`src/rtl/vc_out_scheduler_pkg.sv`:
```
// vc_out_scheduler_pkg: flit-type constants, FSM state type and flit decode helper.
package vc_out_scheduler_pkg;
    localparam int FLIT_W_DEF = 34;
    localparam logic [1:0] HEAD_FLIT = 2'b00;
    localparam logic [1:0] BODY_FLIT = 2'b01;
    localparam logic [1:0] TAIL_FLIT = 2'b11;
    typedef enum logic {IDLE, LOCKED} state_t;
    // the reserved encoding travels as a BODY flit
    function automatic logic [1:0] flit_type(input logic [1:0] top);
        return top == 2'b10 ? BODY_FLIT : top;
    endfunction
endpackage

```
`src/rtl/vc_out_scheduler_if.sv`:
```
// vc_out_scheduler_if: per-VC flit inputs and the shared output link of the scheduler.
interface vc_out_scheduler_if import vc_out_scheduler_pkg::*; #(
    parameter int NUM_VC = 3,
    parameter int VC_W = 2,
    parameter int FLIT_W = FLIT_W_DEF
);
    logic [NUM_VC-1:0] vc_valid;
    logic [NUM_VC-1:0] vc_ready;
    logic [NUM_VC*FLIT_W-1:0] vc_fdata;
    logic [FLIT_W-1:0] fdata;
    logic [VC_W-1:0] vc_id;
    logic [VC_W-1:0] owner;
    logic valid;
    logic ready;
    logic locked;
    logic err;
    logic err_clr;
    modport master(output vc_valid, vc_fdata, ready, err_clr,
                   input vc_ready, fdata, vc_id, valid, locked, owner, err);
    modport slave(input vc_valid, vc_fdata, ready, err_clr,
                  output vc_ready, fdata, vc_id, valid, locked, owner, err);
endinterface

```
`src/rtl/vc_out_scheduler_rr_arbiter.sv`:
```
// rr_arbiter: combinational round-robin pick of the first request at or after ptr.
module rr_arbiter #(
    parameter int N = 3,
    parameter int W = 2
) (
    input  logic [N-1:0] req,
    input  logic [W-1:0] ptr,
    output logic [N-1:0] grant,
    output logic [W-1:0] idx
);
    int j;
    // scan farthest-first so the request nearest ptr is the last to win
    always_comb begin
        grant = '0;
        idx = '0;
        j = 0;
        for (int k = N - 1; k >= 0; k--) begin
            j = int'(ptr) + k >= N ? int'(ptr) + k - N : int'(ptr) + k;
            if (req[j]) begin
                grant = '0;
                grant[j] = 1'b1;
                idx = W'(j);
            end
        end
    end
endmodule

```
`src/rtl/vc_out_scheduler.sv`:
```
// vc_out_scheduler: round-robin, packet-locked sharing of one output link among VC buffers.
module vc_out_scheduler import vc_out_scheduler_pkg::*; #(
    parameter int NUM_VC = 3,
    parameter int VC_W = 2,
    parameter int FLIT_W = FLIT_W_DEF
) (
    input logic clk,
    input logic arst,
    vc_out_scheduler_if.slave bus
);
    state_t state;
    logic [VC_W-1:0] rr_ptr;
    logic [VC_W-1:0] gidx;
    logic [NUM_VC-1:0] req;
    logic [NUM_VC-1:0] bad;
    logic [NUM_VC-1:0] grant;
    logic [1:0] ftype;
    logic own;
    logic accept;
    logic xfer;
    logic [FLIT_W-1:0] gflit;
    always_comb begin
        req = '0;
        bad = '0;
        ftype = '0;
        own = 1'b0;
        for (int i = 0; i < NUM_VC; i++) begin
            ftype = flit_type(bus.vc_fdata[i*FLIT_W+FLIT_W-2 +: 2]);
            own = state == LOCKED && VC_W'(i) == bus.owner;
            req[i] = bus.vc_valid[i] & (state == IDLE ? ftype == HEAD_FLIT : own && ftype != HEAD_FLIT);
            bad[i] = bus.vc_valid[i] & (state == IDLE ? ftype != HEAD_FLIT : own && ftype == HEAD_FLIT);
        end
    end
    rr_arbiter #(.N(NUM_VC), .W(VC_W)) u_arb (
        .req(req),
        .ptr(rr_ptr),
        .grant(grant),
        .idx(gidx)
    );
    assign accept = !bus.valid | bus.ready;
    assign bus.vc_ready = (accept & arst) ? grant : '0;
    assign xfer = |bus.vc_ready;
    assign gflit = bus.vc_fdata[gidx*FLIT_W +: FLIT_W];
    always_ff @(posedge clk or negedge arst) begin
        if (!arst) begin
            state <= IDLE;
            rr_ptr <= '0;
            bus.valid <= 1'b0;
            bus.fdata <= '0;
            bus.vc_id <= '0;
            bus.locked <= 1'b0;
            bus.owner <= '0;
            bus.err <= 1'b0;
        end else begin
            if (accept) bus.valid <= xfer;
            if (xfer) begin
                bus.fdata <= gflit;
                bus.vc_id <= gidx;
            end
            bus.err <= |bad | (bus.err & !bus.err_clr);
            if (xfer && state == IDLE) begin
                state <= LOCKED;
                bus.locked <= 1'b1;
                bus.owner <= gidx;
            end else if (xfer && flit_type(gflit[FLIT_W-1 -: 2]) == TAIL_FLIT) begin
                state <= IDLE;
                bus.locked <= 1'b0;
                rr_ptr <= bus.owner == VC_W'(NUM_VC - 1) ? '0 : bus.owner + VC_W'(1);
            end
        end
    end
endmodule

```
`src/flat_wrapper.sv`:
```
// flat-port wrapper written by rule: the top's interface ports become plain ports
module vc_out_scheduler_flat import vc_out_scheduler_pkg::*;
#(
    parameter int NUM_VC = 3,
    parameter int VC_W = 2,
    parameter int FLIT_W = FLIT_W_DEF
)
  (clk, arst, bus_vc_valid, bus_vc_fdata, bus_ready, bus_err_clr, bus_vc_ready, bus_fdata, bus_vc_id, bus_valid, bus_locked, bus_owner, bus_err);
  vc_out_scheduler_if #(.NUM_VC(NUM_VC), .VC_W(VC_W), .FLIT_W(FLIT_W)) bus_i ();
  input logic clk;
  input logic arst;
  input wire logic [$bits(bus_i.vc_valid)-1:0] bus_vc_valid;
  input wire logic [$bits(bus_i.vc_fdata)-1:0] bus_vc_fdata;
  input wire logic [$bits(bus_i.ready)-1:0] bus_ready;
  input wire logic [$bits(bus_i.err_clr)-1:0] bus_err_clr;
  output wire logic [$bits(bus_i.vc_ready)-1:0] bus_vc_ready;
  output wire logic [$bits(bus_i.fdata)-1:0] bus_fdata;
  output wire logic [$bits(bus_i.vc_id)-1:0] bus_vc_id;
  output wire logic [$bits(bus_i.valid)-1:0] bus_valid;
  output wire logic [$bits(bus_i.locked)-1:0] bus_locked;
  output wire logic [$bits(bus_i.owner)-1:0] bus_owner;
  output wire logic [$bits(bus_i.err)-1:0] bus_err;
  assign bus_i.vc_valid = bus_vc_valid;
  assign bus_i.vc_fdata = bus_vc_fdata;
  assign bus_i.ready = bus_ready;
  assign bus_i.err_clr = bus_err_clr;
  assign bus_vc_ready = bus_i.vc_ready;
  assign bus_fdata = bus_i.fdata;
  assign bus_vc_id = bus_i.vc_id;
  assign bus_valid = bus_i.valid;
  assign bus_locked = bus_i.locked;
  assign bus_owner = bus_i.owner;
  assign bus_err = bus_i.err;
  vc_out_scheduler #(.NUM_VC(NUM_VC), .VC_W(VC_W), .FLIT_W(FLIT_W)) u_core (.clk(clk), .arst(arst), .bus(bus_i));
endmodule
```
`config.mk`:
```
export PLATFORM = sky130hd
export DESIGN_NAME = vc_out_scheduler_flat
export DESIGN_NICKNAME = d
export VERILOG_FILES = /design/src/rtl/vc_out_scheduler_pkg.sv /design/src/rtl/vc_out_scheduler_if.sv /design/src/rtl/vc_out_scheduler_rr_arbiter.sv /design/src/rtl/vc_out_scheduler.sv /design/src/flat_wrapper.sv
export SDC_FILE = /design/constraint.sdc
export NUM_CORES = 1
export LEC_CHECK = 0
export ABC_AREA = 0
export CORE_MARGIN = 2
export CORE_UTILIZATION = 39
export DETAILED_ROUTE_END_ITERATION = 8
export HOLD_SLACK_MARGIN = 0.15
export PLACE_DENSITY = 0.86
export SLEW_MARGIN = 20
export SYNTH_ARGS = -nofsm -noshare
export SYNTH_HDL_FRONTEND = slang
export SYNTH_HIERARCHICAL = 1
export SYNTH_SLANG_ARGS = --single-unit
```
`constraint.sdc`:
```
create_clock -name clk -period 4 [get_ports clk]
set_input_delay 0.8 -clock clk [delete_from_list [all_inputs] [get_ports clk]]
set_output_delay 0.8 -clock clk [all_outputs]
set_load 0.1 [all_outputs]
```
==> metrics.md, run 1 <==
| Metric | Value |
|---|---|
| Final Power | 3.53 mW |
| Mean Syn Cell Area | 8.56 µm² |
| Register area | 1080 µm² |
| Multi-input gate area | roughly 1500 µm² |
| Drt initial violations | 135 |
| Ant. Diodes | 0 |
| CP arrival | 3.12 ns |
| Post-synth ARST share | 1.00 |
| Seq/Total Area, Yosys | 0.401 |
| Met1 Use GR | 0.239 |
| Maximum clock rate | 255 MHz |
| Root buffer cell | clkbuf_8 |
| Final clock skew | 0.00635 ns |
| Bufs on Longest Clock Path | 2 |
| Die width | 87.0 µm |
| Net Count, Synth | 427 |
| WHS | between 0.3 and 0.4 ns |
| Initial antenna violation count | 0 |
| Unrepaired setup endpoints after global routing | false |
| DRC violations left | 0 |
| Final-report hold violation count | 0 |
| Filler Cell Count | 581 |
| # nets final | between 500 and 600 |
| Synth-to-Final Area Change | 65.2% |
| GRT met2 Usage | 0.375 |
| Max-cap viol count | 0 |
| CTS tree | yes |
| CP startpoint kind | primary input |
| Worst-path clk slew | 0.07 ns |
| Post-route cell area | 4440 µm² |
| Post-DP HPWL | between 6 and 7 mm |
| Least-Margin Pin Slew | 0.998 ns |
| Initial Util | 0.400 |
| Setup crit end kind | output port |
| Synthesized area | 2690 µm² |
| Final Max Tran Viols | 0 |
| Via count | 2769 |
| Gp weighted congestion | 0.860 |
| H-tree levels | 2 |
| Die area | 7570 µm² |
| Seq cells post-synth | 43 |
| Top FF cell, synth | dfrtp_1 |
| WP data required | 3.20 ns |
| IO Pins | 153 |
| Tot GR Track Use | 0.206 |
| Routed WL | about 7.8 mm |
| Mapped Cells | 314 |
| CP max FO | 6 |
| Rel. slew slack | 0.333 |
| Antenna-violating nets left | 0 |
| Vias in the first global route | 2699 |
| Global route total overflow | 0 |
| Sink Count | between 40 and 50 |
| Max VDD drop | about 370 µV |
| First-pass GRT wire length | 12.4 mm |
| DR pass1 iterations | 5 |
| TritonCTS Buffers | 5 |
| YS warnings | 6 |
| Library cells used by synthesis | 38 |
| Port bufs | 152 |
| Worst min-delay path class | in2async |
| Overall die height | between 80 and 90 µm |
| Wire per inst | 14.4 µm |
| Row count | 30 |
| Crit Path Class | in2out |
| Core Region | between 6000 and 7000 µm² |
| Placed Area | 4340 µm² |
| Share of cells above drive strength 1 | 0.0844 |
| Largest net degree at the start of global routing | 43 |
| Via density | between 5 and 6 |
| # Post-CTS Setup Buffers | 0 |
| Tcrit/Tclk final | 0.979 |
| Clk_lat worst skew | 0.28 ns |
| Setup TNS | 0 ns |
| P_leak | 1.82 nW |
| Power per Cell Area | between 700 and 800 nW/µm² |
| GRT met3 Usage | 0.0436 |
| Most Crowded Layer GR | met2 |
| Final-report setup violation count | 0 |
| Final Critical Period | ~3.9 ns |
| Status | finished clean |
| EDFF count, synth | 0 |
## sequential cells by signal (all words and copies together), names as in the netlist
name and flops:
u_core/state 1, u_core/bus.valid 1, u_core/bus.vc_id 2, u_core/bus.fdata 34, u_core/bus.owner 2, u_core/rr_ptr 2, u_core/bus.err 1
## final cells by class
class | instances | share of cell area
multi-input cells | 241 | 0.343
inverters | 7 | 0.00592
well taps | 80 | 0.0226
flip-flops and latches | 43 | 0.242
clock inverters | 2 | 0.00282
repair buffers | 163 | 0.367
clock buffers | 6 | 0.0164
## critical path, cell delays in order
cell             delay [ns]
clkdlybuf4s50_1        0.47
or3_1                  0.38
a21boi_0               0.16
buf_4                  0.17
nand3b_1               0.17
o21ai_4                0.17
mux2_2                 0.40
and3_1                 0.21
buf_12                 0.17
## routing by layer
metal | share of wire | wire, µm | up-vias
li1 | - | - | 1382
met1 | 0.39 | 3080 | 1275
met2 | 0.53 | 4140 | 98
met3 | 0.058 | 457 | 14
met4 | 0.019 | 146 | 0
met5 | 0 | 0 | -
## report_power, final
| group | internal (mW) | switching [mW] |
|---|---|---|
| Clock | 0.122 | 0.140 |
| Sequential | 0.625 | 0.115 |
| Combinational | 0.660 | 1.87 |
## worst paths after layout
| check | from | end | slack, ns | cells past startpoint |
|---|---|---|---|---|
| max | bus_vc_fdata[67] | bus_vc_ready[2] | 0.08 | 9 |
| min | arst | u_core/bus.valid | 0.33 | 1 |
| max reg2reg | u_core/state | u_core/bus.fdata[16] | 0.75 | 9 |
| min reg2reg | u_core/bus.fdata[3] | u_core/bus.fdata[3] | 0.48 | 2 |
| max in group asynchronous | arst | u_core/rr_ptr[0] | 2.93 | 2 |
| min in group clk | u_core/bus.fdata[3] | u_core/bus.fdata[3] | 0.48 | 2 |
## synthesized netlist by cell type (3+ instances only)
master	instances	share of area
nor2b_1	3	0.0070
nor2_1	38	0.053
inv_1	7	0.0098
mux2_2	7	0.029
dfrtp_1	43	0.40
o21ai_0	38	0.071
mux2i_1	36	0.13
ha_1	4	0.019
o211ai_1	4	0.011
a21oi_1	36	0.067
buf_2	9	0.017
and3_1	3	0.0070
clkbuf_1	11	0.015
nor3_1	3	0.0056
nand2_1	41	0.057
o21a_1	3	0.0084
## through the flow
step / std cells / worst slack (ns) / util
finish: 542 / 0.0846 / 0.661
detailed placement: 534 / 0.0488 / 0.646
global route: 542 / 0.00329 / 0.661
global placement: 534 / 0.0692 / 0.646
CTS: 542 / 0.0384 / 0.659
floorplan: 314 / 0.0207 / -
## repair_timing
item	CTS	global route
resized for setup	0	2
hold endpoints to repair	0	0
setup endpoints to repair	0	1
hold buffers	0	0
## cell usage in the layout (no fill, tap or decap), types with 2 or more instances in the layout
| cell | instances |
|---|---|
| ha_1 | 4 |
| and3_1 | 3 |
| nand2_1 | 41 |
| o21a_1 | 3 |
| a2bb2oi_1 | 2 |
| dfrtp_1 | 43 |
| nand2b_2 | 2 |
| nor2b_1 | 2 |
| o21ai_0 | 38 |
| a21oi_1 | 36 |
| inv_1 | 7 |
| o211ai_1 | 4 |
| mux2_2 | 7 |
| nand3b_1 | 2 |
| nor3_1 | 3 |
| buf_4 | 11 |
| clkdlybuf4s50_1 | 148 |
| buf_12 | 3 |
| mux2i_1 | 36 |
| nor2_1 | 38 |
| clkbuf_8 | 5 |
## logic make-up after synthesis
group / after synthesis / share of synthesized area
buf+inv: 30 / 0.0517
simple gates: 97 / 0.159
flops: 43 / 0.401
compound gates: 96 / 0.201
fa+ha+maj: 4 / 0.0186
mux: 44 / 0.169
Note: power is estimated with default switching activity, not from simulation.
==> run 2: changes to the inputs <==
- GPL_TIMING_DRIVEN: default -> 1
- REMOVE_ABC_BUFFERS: default -> 1
==> run 2 against run 1 <==
Net effect: clock skew is essentially flat; clock-buffer cell count is the same; die area did not move; register-to-register slack improved by 0.08 ns; core utilization rose by 0.24 points; non-clock buffer count is the same; flip-flop and latch count did not move; maximum frequency about the same; via count rose by 0.61%; final area increased by 0.37%; sequential share of layout area fell by 0.089 points; worst hold slack improved by 0.098 ns; largest cell class unchanged; largest power group unchanged.
==> metrics.md, run 2 (synthesized netlist as in run 1, its figures left out) <==
| Metric | Value |
|---|---|
| Initial antenna violation count | 0 (unchanged) |
| Unrepaired setup endpoints after global routing | false |
| Worst reg2reg setup slack | 0.83 ns (+0.08 ns) |
| Sink Count | 43 (unchanged) |
| Synth-to-Final Area Change | 65.8% |
| Wire per inst | 14.9 µm (+3.3%) |
| Power per Cell Area | 796 nW/µm² (about the same) |
| Via density | 5.14 (+0.61%) |
| TritonCTS Buffers | 5 (unchanged) |
| Routed WL | 8.08 mm (+3.3%) |
| R2R depth | 9 (unchanged) |
| Finished Layout Cells | 542 (unchanged) |
| Final clock skew | 0.00607 ns (-0.000280 ns) |
| Initial Util | 0.400 (unchanged) |
| Sw Pwr | 2.13 mW (+0.12%) |
| CP startpoint kind | primary input |
| H-tree levels | 2 (unchanged) |
| # nets final | 574 (unchanged) |
| CP max-delay cell | clkdlybuf4s50_1 |
| Via count | 2786 (+0.61%) |
| Tot GR Track Use | 0.217 (+0.0114) |
| CP max FO | 6 (unchanged) |
| Final Power | 3.55 mW (+0.31%) |
| Worst setup path start | bus_vc_fdata[67] |
| Final Max Tran Viols | 0 (unchanged) |
| Final Critical Period | 3.91 ns (-0.00103 ns) |
| Antenna-violating nets left | 0 (unchanged) |
| Largest register FFs | 34 (unchanged) |
| CP cell instances | clkdlybuf4s50_1 > or3_1 > a21boi_2 > buf_4 > nand3b_1 > o21ai_2 > mux2_2 > and3_1 > buf_12 |
| Die area | 7570 µm² (unchanged) |
| Worst r2r dst | u_core/bus.vc_id[1] |
| IO Pins | 153 (unchanged) |
| Port bufs | 152 (unchanged) |
| Share of total power in the clock network | 0.075 (about the same) |
| Die width | 87.0 µm (unchanged) |
| Maximum clock rate | 255 MHz (about the same) |
| Crit Path Class | in2out |
| Worst-path clk slew | 0.08 ns (about the same) |
| Reg-to-Reg Start | u_core/state |
| Critical Path Max Stage Delay | 0.48 ns (about the same) |
| Setup crit end kind | output port |
| Share of cells above drive strength 1 | 0.0866 (+0.00216) |
| Most frequent cells in the layout | 148 x clkdlybuf4s50_1, 43 x dfrtp_1, 41 x nand2_1 |
| Worst min-delay path class | in2async |
| Global route total overflow | 0 (unchanged) |
| Vias in the first global route | 2919 (+8.2%) |
| P_int | 1.42 mW (+0.62%) |
| Core Region | 6720 µm² (unchanged) |
| Tcrit/Tclk final | 0.979 (about the same) |
| Post-DP HPWL | 6.36 mm (+2.8%) |
| Gp weighted congestion | 0.865 (+0.57%) |
| Bufs on Longest Clock Path | 2 (unchanged) |
| # Post-CTS Setup Buffers | 0 (unchanged) |
| Least-Margin Pin Slew | 1.00 ns (+0.00174 ns) |
| Reg power frac | 0.208 (about the same) |
| WP data required | 3.20 ns (about the same) |
| Ant. Diodes | 0 (unchanged) |
| DRC violations left | 0 (unchanged) |
| First-pass GRT wire length | 13.1 mm (+5.3%) |
| Overall die height | 87.0 µm (unchanged) |
| CP Capture Point | bus_vc_ready[2] |
| Root buffer cell | clkbuf_8 |
| Max-cap viol count | 0 (unchanged) |
| Drt initial violations | 75 (-44%) |
| Filler Cell Count | 543 (-6.5%) |
| Largest net degree at the start of global routing | 39 (-9.3%) |
| CP arrival | 3.11 ns (about the same) |
| Commonest non-fill, non-tap cell in the layout | clkdlybuf4s50_1 |
| Clk_lat worst skew | 0.29 ns (about the same) |
| Placed Cells | 534 (unchanged) |
| CTS tree | yes |
| Biggest register | u_core/bus.fdata |
| Status | finished clean |
| Rel. slew slack | 0.331 (-0.00116) |
| Max VDD drop | 551 µV (+50%) |
| Row count | 30 (unchanged) |
| Final-report setup violation count | 0 (unchanged) |
| DR pass1 iterations | 4 (-1) |
| Switching Fraction | 0.601 (-0.00120) |
| Final-report hold violation count | 0 (unchanged) |
| P_leak | 1.82 nW (+0.41%) |
| Comb power frac | 0.717 (about the same) |
run 2: cell counts in the layout (fill, tap and decap cells not counted):
Identical to the previous run, type by type.
run 2: timing repair:
item,CTS,global route
pin swaps,0,0
hold buffers,0,0
endpoints found under the setup margin,1,3
gates resized for setup,1,2
run 2: stage by stage:
stage	setup slack [ns]	utilization	hold WS [ns]	area, µm²	TNS, ns
detailed placement	0.0289	0.649	0.470	4360	0
finish	0.0856	0.663	0.431	4450	0
floorplan	-3.11	-	0.504	2570	-125.77
global placement	0.118	0.649	0.461	4360	0
CTS	0.0137	0.662	0.436	4450	0
global route	0.00586	0.663	0.433	4450	0
run 2: metal layers:
metal  up-vias  GRT usage  routed length [µm]
li1       1383          -                   -
met3         6     0.0673                 535
met5         -          0                   0
met4         0     0.0526                  74
met1      1295      0.229                3130
met2       102      0.416                4340
run 2: worst min path at each step:
stage,startpoint,end,depth (start not counted)
finish,arst,u_core/bus.fdata[29],1
global route,arst,u_core/bus.fdata[25],1
CTS,arst,u_core/bus.fdata[15],1
detailed placement,u_core/bus.fdata[23],u_core/bus.fdata[23],2
global placement,u_core/bus.fdata[13],u_core/bus.fdata[13],2
floorplan,arst,u_core/bus.err,0
run 2: power groups by stage:
stage                     combinational (mW)  clock [mW]  sequential [mW]
after floorplan                        0.551           0             2.03
after global placement                  2.51           0            0.734
final                                   2.54       0.265            0.736
after CTS                               2.55       0.274            0.740
after global routing                    2.67       0.296            0.763
after detailed placement                2.55           0            0.747
run 2: critical path, delay by kind of cell:
family          cells  cell delay [ns]
buf+inv             3             0.81
simple gates        3             0.74
mux                 1             0.41
compound gates      2             0.34
run 2: final cells by class:
type,count,area [µm²],share of cell area
Inverter,7,26.3,0.00590
Clock buffer,6,72.6,0.0163
Sequential cell,43,1080,0.242
Multi-Input combinational cell,241,1530,0.342
Tap cell,80,100,0.0225
Timing Repair Buffer,163,1640,0.369
Clock inverter,2,12.5,0.00281
